`config.mk`:
```
export PLATFORM = sky130hd
export DESIGN_NAME = passcode_lock_ctrl_flat
export DESIGN_NICKNAME = d
export VERILOG_FILES = /design/src/rtl/passcode_lock_if.sv /design/src/rtl/passcode_lock_ctrl.sv /design/src/flat_wrapper.sv
export SDC_FILE = /design/constraint.sdc
export NUM_CORES = 1
export LEC_CHECK = 0
export CAP_MARGIN = 20
export CORE_UTILIZATION = 55
export DETAILED_ROUTE_END_ITERATION = 16
export DONT_BUFFER_PORTS = 1
export PLACE_DENSITY_LB_ADDON = 0.3
export SLEW_MARGIN = 20
export SYNTH_ARGS = -nofsm -noshare
export SYNTH_HDL_FRONTEND = slang
export SYNTH_SLANG_ARGS = --single-unit
```
`constraint.sdc`:
```
create_clock -name clk -period 2.55 [get_ports clk]
set_input_delay 0.3825 -clock clk [delete_from_list [all_inputs] [get_ports clk]]
set_output_delay 0.3825 -clock clk [all_outputs]
set_load 0.02 [all_outputs]
```
`src/rtl/passcode_lock_if.sv`:
```
// Button-side inputs and display-side status of the passcode lock.
// Parameters must match those of the controller it is bound to.
interface passcode_lock_if #(
   parameter int DIGITS    = 4,
   parameter int DIGIT_W   = 4,
   parameter int MAX_FAILS = 3
);
   localparam int CW    = DIGITS * DIGIT_W;
   localparam int CNT_W = $clog2(DIGITS + 1);
   localparam int FC_W  = $clog2(MAX_FAILS + 1);

   logic [DIGIT_W-1:0] hex_in;
   logic               enter;
   logic               change;
   logic               set;
   logic [CW-1:0]      current_password;
   logic [CW-1:0]      entry_buf;
   logic [CNT_W-1:0]   digit_count;
   logic [1:0]         state;
   logic               unlocked;
   logic               fail;
   logic [FC_W-1:0]    fail_count;

   modport master (
      output hex_in, enter, change, set,
      input  current_password, entry_buf, digit_count,
      input  state, unlocked, fail, fail_count
   );

   modport slave (
      input  hex_in, enter, change, set,
      output current_password, entry_buf, digit_count,
      output state, unlocked, fail, fail_count
   );
endinterface

```
`src/rtl/passcode_lock_ctrl.sv`:
```
// Passcode lock: digit entry, code compare, change-code flow
// and timed lockout after repeated bad attempts.
module passcode_lock_ctrl #(
   parameter int DIGITS         = 4,
   parameter int DIGIT_W        = 4,
   parameter int MAX_FAILS      = 3,
   parameter int LOCKOUT_CYCLES = 1000,
   parameter logic [DIGITS*DIGIT_W-1:0] DEFAULT_CODE = 16'hFFFF
) (
   input  logic clk,
   input  logic reset,
   passcode_lock_if.slave bus
);
   localparam int CW    = DIGITS * DIGIT_W;
   localparam int CNT_W = $clog2(DIGITS + 1);
   localparam int FC_W  = $clog2(MAX_FAILS + 1);
   localparam int TW    = $clog2(LOCKOUT_CYCLES);

   localparam logic [CNT_W-1:0] CNT_FULL = CNT_W'(DIGITS);
   localparam logic [CNT_W-1:0] CNT_LAST = CNT_W'(DIGITS - 1);
   localparam logic [FC_W-1:0]  FC_MAX   = FC_W'(MAX_FAILS);
   localparam logic [TW-1:0]    T_LOAD   = TW'(LOCKOUT_CYCLES - 1);

   typedef enum logic [1:0] {
      LOCKED   = 2'b00,
      UNLOCKED = 2'b01,
      SET_NEW  = 2'b10,
      LOCKOUT  = 2'b11
   } state_t;

   state_t           state_q, state_d;
   logic [CW-1:0]    buf_q, buf_d;
   logic [CW-1:0]    pw_q, pw_d;
   logic [CNT_W-1:0] cnt_q, cnt_d;
   logic [FC_W-1:0]  fcnt_q, fcnt_d;
   logic [TW-1:0]    timer_q, timer_d;
   logic             fail_q, fail_d;
   logic             unl_q, unl_d;
   logic             enter_q, change_q, set_q;

   logic             enter_rise, change_rise, set_rise;
   logic [CW-1:0]    buf_shift;
   logic [FC_W-1:0]  fcnt_inc;

   assign enter_rise  = bus.enter & ~enter_q;
   assign change_rise = bus.change & ~change_q;
   assign set_rise    = bus.set & ~set_q;
   assign buf_shift   = CW'({buf_q, bus.hex_in});
   assign fcnt_inc    = fcnt_q + 1'b1;

   // Next-state: lockout overrides all buttons, then change > set > enter.
   always_comb begin
      state_d = state_q;
      buf_d   = buf_q;
      pw_d    = pw_q;
      cnt_d   = cnt_q;
      fcnt_d  = fcnt_q;
      timer_d = timer_q;
      fail_d  = 1'b0;
      if (state_q == LOCKOUT) begin
         if (timer_q == '0) begin
            state_d = LOCKED;
            fcnt_d  = '0;
            buf_d   = '0;
            cnt_d   = '0;
         end else begin
            timer_d = timer_q - 1'b1;
         end
      end else if (change_rise) begin
         buf_d = '0;
         cnt_d = '0;
         if (state_q != LOCKED) state_d = SET_NEW;
      end else if (set_rise) begin
         buf_d = '0;
         cnt_d = '0;
         if (state_q == UNLOCKED) begin
            state_d = LOCKED;
         end else if (state_q == SET_NEW) begin
            if (cnt_q == CNT_FULL) begin
               pw_d    = buf_q;
               state_d = LOCKED;
            end else begin
               state_d = UNLOCKED;
            end
         end
      end else if (enter_rise && state_q != UNLOCKED
                   && cnt_q < CNT_FULL) begin
         if (state_q == LOCKED && cnt_q == CNT_LAST) begin
            buf_d = '0;
            cnt_d = '0;
            if (buf_shift == pw_q) begin
               state_d = UNLOCKED;
               fcnt_d  = '0;
            end else begin
               fail_d = 1'b1;
               fcnt_d = fcnt_inc;
               if (fcnt_inc == FC_MAX) begin
                  state_d = LOCKOUT;
                  timer_d = T_LOAD;
               end
            end
         end else begin
            buf_d = buf_shift;
            cnt_d = cnt_q + 1'b1;
         end
      end
      unl_d = (state_d == UNLOCKED) || (state_d == SET_NEW);
   end

   // State and datapath registers; edge detectors reset high so
   // a button held through reset does not count as a press.
   always_ff @(posedge clk or negedge reset) begin
      if (!reset) begin
         state_q  <= LOCKED;
         buf_q    <= '0;
         pw_q     <= DEFAULT_CODE;
         cnt_q    <= '0;
         fcnt_q   <= '0;
         timer_q  <= '0;
         fail_q   <= 1'b0;
         unl_q    <= 1'b0;
         enter_q  <= 1'b1;
         change_q <= 1'b1;
         set_q    <= 1'b1;
      end else begin
         state_q  <= state_d;
         buf_q    <= buf_d;
         pw_q     <= pw_d;
         cnt_q    <= cnt_d;
         fcnt_q   <= fcnt_d;
         timer_q  <= timer_d;
         fail_q   <= fail_d;
         unl_q    <= unl_d;
         enter_q  <= bus.enter;
         change_q <= bus.change;
         set_q    <= bus.set;
      end
   end

   assign bus.current_password = pw_q;
   assign bus.entry_buf        = buf_q;
   assign bus.digit_count      = cnt_q;
   assign bus.state            = state_q;
   assign bus.unlocked         = unl_q;
   assign bus.fail             = fail_q;
   assign bus.fail_count       = fcnt_q;
endmodule

```
`src/flat_wrapper.sv`:
```
// flat-port wrapper written by rule: the top's interface ports become plain ports
module passcode_lock_ctrl_flat 
#(
   parameter int DIGITS         = 4,
   parameter int DIGIT_W        = 4,
   parameter int MAX_FAILS      = 3,
   parameter int LOCKOUT_CYCLES = 1000,
   parameter logic [DIGITS*DIGIT_W-1:0] DEFAULT_CODE = 16'hFFFF
)
  (clk, reset, bus_hex_in, bus_enter, bus_change, bus_set, bus_current_password, bus_entry_buf, bus_digit_count, bus_state, bus_unlocked, bus_fail, bus_fail_count);
  passcode_lock_if #(.DIGITS(DIGITS), .DIGIT_W(DIGIT_W), .MAX_FAILS(MAX_FAILS)) bus_i ();
  input  logic clk;
  input  logic reset;
  input wire logic [$bits(bus_i.hex_in)-1:0] bus_hex_in;
  input wire logic [$bits(bus_i.enter)-1:0] bus_enter;
  input wire logic [$bits(bus_i.change)-1:0] bus_change;
  input wire logic [$bits(bus_i.set)-1:0] bus_set;
  output wire logic [$bits(bus_i.current_password)-1:0] bus_current_password;
  output wire logic [$bits(bus_i.entry_buf)-1:0] bus_entry_buf;
  output wire logic [$bits(bus_i.digit_count)-1:0] bus_digit_count;
  output wire logic [$bits(bus_i.state)-1:0] bus_state;
  output wire logic [$bits(bus_i.unlocked)-1:0] bus_unlocked;
  output wire logic [$bits(bus_i.fail)-1:0] bus_fail;
  output wire logic [$bits(bus_i.fail_count)-1:0] bus_fail_count;
  assign bus_i.hex_in = bus_hex_in;
  assign bus_i.enter = bus_enter;
  assign bus_i.change = bus_change;
  assign bus_i.set = bus_set;
  assign bus_current_password = bus_i.current_password;
  assign bus_entry_buf = bus_i.entry_buf;
  assign bus_digit_count = bus_i.digit_count;
  assign bus_state = bus_i.state;
  assign bus_unlocked = bus_i.unlocked;
  assign bus_fail = bus_i.fail;
  assign bus_fail_count = bus_i.fail_count;
  passcode_lock_ctrl #(.DIGITS(DIGITS), .DIGIT_W(DIGIT_W), .MAX_FAILS(MAX_FAILS), .LOCKOUT_CYCLES(LOCKOUT_CYCLES), .DEFAULT_CODE(DEFAULT_CODE)) u_core (.clk(clk), .reset(reset), .bus(bus_i));
endmodule
```
== Yosys cells after proc, flatten, opt, wreduce, memory -nomap -nowiden ==
Cells that the tools add are included.
Cells by class
  bitwise gates (word level): 9
  muxes and demuxes: 45
  reductions and logical operators: 15
  eq/ne operators: 15
  add/subtract/negate cells: 3
  $lt $le $gt $ge: 1
Operators by type and width (count)
  16-bit two-way mux: 6
  10-bit two-way mux: 8
  2-bit two-way mux: 18
  3-bit two-way mux: 6
  16-bit == test: 1
  10-bit zero test: 1
  10-bit by 1-bit subtractor with 10-bit output, second input constant: 1
  2-bit == test, second input constant: 4
  2-bit inequality test, second input constant: 4
  2-bit nonzero test: 4
  1-bit two-way mux: 7
  7-bit AND reduction: 1
  1-bit inverter: 6
  6-bit AND reduction: 1
  5-bit AND reduction: 1
  2-bit by 1-bit == test with 1-bit output, second input constant: 2
  2-bit by 1-bit inequality test with 1-bit output, second input constant: 2
  4-bit nonzero test: 1
  3-bit by 1-bit adder with 3-bit output, second input constant: 1
  1-bit AND: 3
  3-bit by 2-bit == test with 1-bit output, second input constant: 1
  3-bit == test, second input constant: 1
  1-bit logical AND: 3
  3-bit less-than comparator, second input constant: 1
  other kinds (4): 4
Storage, ports and cells
  register bits: 54
  input bits: 9
  word-level logic and storage cells: 99

== Longest topological paths before layout ==
Gate-level depths: netlist of run 1.
  depth in word-level cells: 11
  gate-level depth with buffers: 8
  depth with buffers taken out: 7

== Worst setup path before layout of run 1 ==
OpenSTA, ideal clock, no wires.
  kind: register to register
  from: register u_core.timer_q[3]
  to: register u_core.cnt_q[2], in the netlist u_core.bus.digit_count[2]
  stages on the path, launching flop included: 7
  buffers on the path: 2
  period minus slack after synthesis: 2.104 ns
  setup time: 0.121 ns
  arrival: 1.983 ns
  slack: 0.446 ns
  path through: dfrtp_1 -> or4_4 -> o41ai_4 -> buf_6 -> o41ai_4 -> buf_6 -> a22o_1
On the way
  word-level cells in the longest chain between the ends: 3
Ends and longest elaborated chain
  start: declaration: line passcode_lock_ctrl.sv:36  | logic [TW-1:0] timer_q, timer_d;
  start signal: assignment: line passcode_lock_ctrl.sv:131  | timer_q <= timer_d;
  10-bit zero test: line passcode_lock_ctrl.sv:61  | if (timer_q == '0) begin
  2-bit inequality test (no line)
  2-bit AND reduction (no line)
  end signal: assignment: line passcode_lock_ctrl.sv:129  | cnt_q <= cnt_d;
  end: declaration: line passcode_lock_ctrl.sv:34  | logic [CNT_W-1:0] cnt_q, cnt_d;
Every way passes these cells.
A chain may end at the register's enable or synchronous reset.

== Worst setup path after layout of run 1 ==
  from: register u_core.timer_q[3]
  to: register u_core.timer_q[1]
On the way
  word-level cells in the longest chain between the ends: 3
Ends and longest elaborated chain (line)
  10-bit zero test: passcode_lock_ctrl.sv:61
  2-bit inequality test (no line)
  7-bit AND reduction (no line)
Every way passes these cells.

==> impl_summary.log, run 1 <==
INFO  metric run_status = finished with violations
INFO  metric violated_checks = DRC
INFO  metric areaGrowthSynthToFinish = 9.60%
INFO  metric highest_cell_delay_on_the_worst_timing_path = 0.60 ns
INFO  metric drt_drc_violations_left = 4
INFO  metric clock_sinks = 54
INFO  metric synth-edff-count = 0
INFO  metric die-area = roughly 5000 µm²
INFO  metric vias_per_cell = between 6 and 7
INFO  metric share_of_synthesized_flip_flops_with_an_asynchronous_set_or_reset = 1.00
INFO  metric critPathSlowestCell = sky130_fd_sc_hd__or4_4
INFO  metric die_h = approximately 71 µm
INFO  metric drt.antenna.violating_nets = 0
INFO  metric numPortBuffers = 0
INFO  metric top_metal_layer_carrying_routed_signals = met4
INFO  metric ordered_list_of_cells_on_the_worst_path = or4_4 > o41ai_4 > nand2_1 > a311o_1 > a21boi_1
INFO  metric cts-resized-gates = 0
INFO  metric first_pass_iters = 10
INFO  metric effective_utilization_at_floorplan = 0.584
INFO  metric rows = 24
INFO  metric clock_insertion_delay_worst_skew = 0.31 ns
INFO  metric grt_remaining_overflow = 0
INFO  metric syn_area = ~2600 µm²
INFO  metric crit_path_max_fanout = 7
INFO  metric finalCritPeriodShare = 0.925
INFO  metric core = roughly 4400 µm²
INFO  metric postSynthRegisterBits = 54
INFO  metric wirelength_met1 = 2250 µm
INFO  metric timing.final.setup_violations = 0
INFO  metric critical_path_required = 2.74 ns
INFO  metric max-clock-path-buffers = 2
INFO  metric syn-num-nets = 224
INFO  metric power_density_over_the_cells = 627 nW/µm²
INFO  metric initial_drc_count = 154
INFO  metric num_cts_buffers = 5
INFO  metric pin_count_of_the_biggest_net_entering_global_routing = 55
INFO  metric clock_tree.root_cell = sky130_fd_sc_hd__clkbuf_8
INFO  metric synth_warnings = 0
INFO  metric total_power = between 1500 and 2000 µW
INFO  metric io_pins = 50
INFO  metric timing.hold.worst.class = in -> reg
INFO  metric synthDistinctLibCells = 49
INFO  metric grt.total_usage = 0.239
INFO  metric ys.flop_type = sky130_fd_sc_hd__dfrtp_1
INFO  metric irDropWorstVdd = around 0.46 mV
INFO  metric clock_tree_from_tritoncts = done
INFO  metric dp_worst_setup_slack = between 0.2 and 0.25 ns
INFO  metric critical_path_endpoint_category = flip-flop
INFO  metric finalNetCount = around 240
INFO  metric post-route-min-period = between 2 and 2.5 ns
INFO  metric grt_pass1_wl = ~9100 µm
INFO  metric grt_setup_unrepaired = false
INFO  metric dp_hpwl = just under 4000 µm
INFO  metric met2_wirelength = ~2700 µm
INFO  metric timing.fmax = about 0.42 GHz
INFO  metric antenna_found_initial = 0
INFO  metric drv_slew = 0
INFO  metric cp_data_arrival_time = between 2 and 3 ns
INFO  metric clock_skew = between 0.01 and 0.015 ns
INFO  metric worst_pin_slew = 1.02 ns
INFO  metric htreeDepth = 2
INFO  metric timing_hold_violations_final = 0
INFO  metric via_count = ~1,800
INFO  metric drv_cap = 0
INFO  metric share_of_cells_above_drive_strength_1 = 0.227
INFO  metric maxSlewHeadroom = 0.317
INFO  metric tns = 0 ns
INFO  metric num_antenna_cells = 0
INFO  metric postLayoutSetupSlackWorst = between 0.15 and 0.2 ns
INFO  metric wl_per_cell = 19.7 µm
INFO  metric vias_in_the_first_global_route = roughly 1,900
INFO  metric routed_wl = 5460 µm
INFO  metric routed-wl-met3 = about 400 µm
INFO  metric gp_congestion = between 0.9 and 1
INFO  metric floorplan.die.width = approximately 71 µm
INFO  metric postSynthCellCount = 211
INFO  metric synth-seq-area-share = 0.530
INFO  metric power_leakage = 0.00131 µW
INFO  metric crit_path_start_kind = flip-flop
INFO  metric timing_worst_setup_path_type = reg -> reg
INFO  metric cts_clock_pin_slew_for_the_worst_setup_and_hold_paths = roughly 0.09 ns
INFO  metric postSynthAreaPerCell = 12.3 µm²
==> worst max-delay path: cells and delay by family (launching register included) <==
family	cells	cell delay (ns)
AO/OA/AOI/OAI	3	1.01
AND/OR/NAND/NOR	2	0.77
flip-flops	1	0.45
==> metal layers <==
| layer | up-vias | GRT usage |
|---|---|---|
| met5 | - | 0 |
| met3 | 10 | 0.0826 |
| met1 | 912 | 0.304 |
| li1 | 804 | - |
| met4 | 0 | 0.0933 |
| met2 | 68 | 0.380 |
==> cells by family after synthesis <==
kind of cell | after synthesis | share of synthesized area
AND/OR/NAND/NOR | 55 | 0.125
AO/OA/AOI/OAI | 46 | 0.152
flip-flops | 54 | 0.530
buffers and inverters | 14 | 0.0275
XOR/XNOR | 18 | 0.0608
adder cells (fa/ha/maj) | 4 | 0.0193
multiplexers | 20 | 0.0853
==> cell type report <==
class                           instances  area, µm²
Tap cell                               52       65.1
Clock buffer                            6       82.6
Timing Repair Buffer                   13        120
Fill cell                             338       1600
Multi-Input combinational cell        143       1160
Sequential cell                        54       1380
Clock inverter                          2       17.5
Inverter                                7       26.3
==> cells in the final DEF (no fill, tap or decap), types with 5 or more instances in the layout <==
| master | n |
|---|---|
| sky130_fd_sc_hd__nand2_1 | 11 |
| sky130_fd_sc_hd__buf_4 | 11 |
| sky130_fd_sc_hd__mux2_1 | 13 |
| sky130_fd_sc_hd__dfrtp_1 | 35 |
| sky130_fd_sc_hd__dfstp_2 | 19 |
| sky130_fd_sc_hd__inv_1 | 7 |
| sky130_fd_sc_hd__a22o_1 | 18 |
| sky130_fd_sc_hd__xor2_1 | 17 |
| sky130_fd_sc_hd__nor2_1 | 6 |
| sky130_fd_sc_hd__clkbuf_8 | 6 |
| sky130_fd_sc_hd__nand2b_1 | 5 |
| sky130_fd_sc_hd__nor4_1 | 7 |
==> registers in the layout, summed over array words and instances, names as in the netlist, 2 cells and up <==
register	flops
u_core.bus.current_password	16
u_core.bus.entry_buf	16
u_core.timer_q	10
u_core.bus.digit_count	3
u_core.bus.fail_count	2
u_core.bus.state	2
==> cell usage after synthesis, types with 5 or more instances <==
master	n	area, µm²
sky130_fd_sc_hd__dfrtp_1	35	876
sky130_fd_sc_hd__mux2_1	13	146
sky130_fd_sc_hd__nand2b_1	5	31.3
sky130_fd_sc_hd__xor2_1	17	149
sky130_fd_sc_hd__a22o_1	18	158
sky130_fd_sc_hd__nand2_1	11	41.3
sky130_fd_sc_hd__dfstp_2	19	499
sky130_fd_sc_hd__nor4_1	7	43.8
sky130_fd_sc_hd__nor2_1	6	22.5
sky130_fd_sc_hd__inv_1	7	26.3
==> per-stage QoR <==
step / instance area [µm²] / hold WS, ns / util / cells
floorplan: 2590 / 0.0869 / - / 211
global placement: 2710 / 0.0885 / 0.609 / 267
detailed placement: 2710 / 0.0887 / 0.609 / 267
CTS: 2840 / 0.0596 / 0.640 / 277
global route: 2840 / 0.0486 / 0.640 / 277
finish: 2840 / 0.0672 / 0.640 / 277
==> what timing repair did <==
| item | CTS | global route |
|---|---|---|
| hold buffers | 2 | 0 |
| endpoints found under the hold margin | 54 | 0 |
| setup buffers | 0 | 0 |
==> report_power, final <==
group / leakage, µW / switching (µW) / internal [µW] / total [µW]
Clock: 0.0000514 / 281 / 224 / 505
Sequential: 0.000651 / 73.8 / 910 / 984
Combinational: 0.000610 / 177 / 118 / 295
Total: 0.00131 / 532 / 1250 / 1780
==> final timing paths <==
path | start | to | slack [ns] | cells past startpoint
setup reg to reg | u_core.timer_q[3] | u_core.timer_q[1] | 0.19 | 5
min in group asynchronous | reset | u_core.bus.entry_buf[7] | 0.58 | 2
hold / removal | bus_set | u_core.set_q | 0.07 | 0
setup / recovery | u_core.timer_q[3] | u_core.timer_q[1] | 0.19 | 5
max in group asynchronous | reset | u_core.bus.current_password[6] | 1.69 | 2
hold reg to reg | u_core.timer_q[8] | u_core.timer_q[8] | 0.48 | 1
No activity file was read; power rests on OpenSTA's default activity.
==> run 2, diff against run 1 <==
--- a/config.mk
+++ b/config.mk
@@ -6,10 +6,10 @@
 export NUM_CORES = 1
 export LEC_CHECK = 0
 export CAP_MARGIN = 20
-export CORE_UTILIZATION = 55
+export CORE_UTILIZATION = 45
 export DETAILED_ROUTE_END_ITERATION = 16
 export DONT_BUFFER_PORTS = 1
-export PLACE_DENSITY_LB_ADDON = 0.3
+export SKIP_LAST_GASP = 1
 export SLEW_MARGIN = 20
 export SYNTH_ARGS = -nofsm -noshare
 export SYNTH_HDL_FRONTEND = slang
==> run 2 against run 1 <==
Net effect: the run now ends clean; via count shrank 3.6%; largest cell class unchanged; power grew 4.7%; design area grew 1.7%.
==> impl_summary.log, run 2 (synthesis results as in run 1) <==
INFO  metric critPathSlowestCell = sky130_fd_sc_hd__or4_4
INFO  metric io_pins = 50 (unchanged)
INFO  metric timing.final.setup_violations = 0 (unchanged)
INFO  metric final_cell_mix = sky130_fd_sc_hd__dfrtp_1, sky130_fd_sc_hd__dfstp_2, sky130_fd_sc_hd__a22o_1
INFO  metric timing.hold.worst.class = in -> reg
INFO  metric drt.antenna.violating_nets = 0 (unchanged)
INFO  metric clock_sinks = 54 (unchanged)
INFO  metric timing_hold_violations_final = 0 (unchanged)
INFO  metric drv_cap = 0 (unchanged)
INFO  metric cts-resized-gates = 0 (unchanged)
INFO  metric nFillCells = 507 (+50%)
INFO  metric dp_hpwl = 3930 µm (-0.26%)
INFO  metric gp_congestion = 0.849 (-11%)
INFO  metric num_antenna_cells = 0 (unchanged)
INFO  metric run_status = finished clean
INFO  metric clock_skew = 0.0120 ns (-0.000441 ns)
INFO  metric floorplan.die.width = 77.9 µm (+10%)
INFO  metric rows = 27 (+13%)
INFO  metric htreeDepth = 2 (unchanged)
INFO  metric wl_per_cell = 18.5 µm (-6.2%)
INFO  metric timing.fmax = 0.424 GHz (about the same)
INFO  metric worstPathBufferInverterCount = 0 (unchanged)
INFO  metric share_of_cells_above_drive_strength_1 = 0.230 (+0.00342)
INFO  metric ordered_list_of_cells_on_the_worst_path = or4_4 > o41ai_4 > o41ai_4 > mux2_2
INFO  metric timing_worst_setup_path_type = reg -> reg
INFO  metric tns = 0 ns (unchanged)
INFO  metric core = 5540 µm² (+25%)
INFO  metric post-cts-setup-buffers = 0 (unchanged)
INFO  metric drv_slew = 0 (unchanged)
INFO  metric vias_per_cell = 5.80 (-10%)
INFO  metric cts_clock_pin_slew_for_the_worst_setup_and_hold_paths = 0.10 ns (about the same)
INFO  metric timing.critical_path.max_delay_family = compound AO/OA/AOI/OAI gates
INFO  metric numPortBuffers = 0 (unchanged)
INFO  metric postLayoutCoreUtil = 0.522 (-0.118)
INFO  metric clock_tree.root_cell = sky130_fd_sc_hd__clkbuf_8
INFO  metric most_common_library_cell_in_the_layout_ignoring_fill_and_taps = sky130_fd_sc_hd__dfrtp_1
INFO  metric maxSlewHeadroom = 0.305 (-0.0123)
INFO  metric dp_worst_setup_slack = 0.194 ns (-0.0277 ns)
INFO  metric finalCritPeriodShare = 0.926 (about the same)
INFO  metric critical-path-top-cell-by-count = sky130_fd_sc_hd__o41ai_4
INFO  metric vias_in_the_first_global_route = 1,890 (-1.6%)
INFO  metric finalNetCount = 238 (+0.42%)
INFO  metric grt_setup_unrepaired = false
INFO  metric first_pass_iters = 4 (-6)
INFO  metric power_density_over_the_cells = 646 nW/µm² (+3.0%)
INFO  metric routed_wl = 5510 µm (+0.93%)
INFO  metric cp_data_arrival_time = 2.56 ns (about the same)
INFO  metric highest_cell_delay_on_the_worst_timing_path = 0.60 ns (about the same)
INFO  metric irDropWorstVdd = 0.326 mV (-28%)
INFO  metric initial_drc_count = 100 (-35%)
INFO  metric grt.total_usage = 0.199 (-0.0405)
INFO  metric critical_path_endpoint_category = flip-flop
INFO  metric power_leakage = 0.00133 µW (+1.0%)
INFO  metric pin_count_of_the_biggest_net_entering_global_routing = 55 (unchanged)
INFO  metric post_cts_hold_buffer_count = 2 (unchanged)
INFO  metric crit_path_start_kind = flip-flop
INFO  metric crit_path_max_fanout = 19 (+12)
INFO  metric critical_path_required = 2.75 ns (about the same)
INFO  metric post-route-min-period = 2.36 ns (+0.00214 ns)
INFO  metric die_h = 77.9 µm (+10%)
INFO  metric clock_tree_from_tritoncts = done
INFO  metric drt_drc_violations_left = 0 (-4)
INFO  metric effective_utilization_at_floorplan = 0.468 (-0.116)
INFO  metric via_count = 1,729 (-3.6%)
INFO  metric antenna_found_initial = 0 (unchanged)
INFO  metric clock_insertion_delay_worst_skew = 0.31 ns (about the same)
INFO  metric grt_remaining_overflow = 0 (unchanged)
INFO  metric worst_pin_slew = 1.04 ns (+0.0184 ns)
INFO  metric max-clock-path-buffers = 2 (unchanged)
INFO  metric areaGrowthSynthToFinish = 11.5%
INFO  metric die-area = 6070 µm² (+22%)
INFO  metric grt_pass1_wl = 9400 µm (+2.9%)
INFO  metric num_cts_buffers = 5 (unchanged)
INFO  metric postLayoutSetupSlackWorst = 0.189 ns (-0.00214 ns)
## run 2: area by class of cell
class | instances | area [µm²] | area share
clock buffer | 5 | 68.8 | 0.0238
clock inverter | 3 | 47.5 | 0.0164
inverter | 7 | 26.3 | 0.00908
multi-input combinational | 143 | 1160 | 0.400
sequential | 54 | 1380 | 0.475
tap | 72 | 90.1 | 0.0311
timing repair buffer | 14 | 128 | 0.0441
## run 2: per-layer routing
metal / vias up / track usage / part of all wire
li1: 809 / - / -
met3: 8 / 0.0482 / 0.045
met2: 38 / 0.345 / 0.51
met5: - / 0 / 0
met1: 874 / 0.246 / 0.43
met4: 0 / 0.0556 / 0.014
## run 2: path summary, 6_finish.rpt
kind                                    from                              to  slack, ns  cells past startpoint
max reg2reg                u_core.timer_q[3]       u_core.bus.digit_count[0]       0.19                      4
min                                  bus_set                    u_core.set_q       0.05                      0
min in group asynchronous              reset               u_core.timer_q[1]       0.60                      2
min reg2reg                u_core.timer_q[6]               u_core.timer_q[6]       0.50                      1
max                        u_core.timer_q[3]       u_core.bus.digit_count[0]       0.19                      4
max in group asynchronous              reset  u_core.bus.current_password[2]       1.68                      2
## run 2: worst register-to-register path, cell delays in order (launching register included)
cell and delay, ns:
sky130_fd_sc_hd__dfrtp_1 0.45, sky130_fd_sc_hd__or4_4 0.60, sky130_fd_sc_hd__o41ai_4 0.53, sky130_fd_sc_hd__o41ai_4 0.34, sky130_fd_sc_hd__mux2_2 0.35
## run 2: metrics by stage
stage / power (µW) / cells / hold WS, ns / cell area (µm²)
after floorplan: 1190 / 211 / 0.0869 / 2590
after global placement: 1260 / 288 / 0.0881 / 2740
after detailed placement: 1270 / 288 / 0.0884 / 2740
after CTS: 1890 / 298 / 0.0466 / 2890
after global routing: 1960 / 298 / 0.0380 / 2890
final: 1870 / 298 / 0.0536 / 2890
## run 2: power by group
group | switching (µW) | total (µW) | leakage, µW | internal, µW
Clock | 294 | 594 | 0.0000591 | 300
Sequential | 67.6 | 978 | 0.000651 | 910
Combinational | 177 | 296 | 0.000615 | 119
Total | 539 | 1870 | 0.00133 | 1330
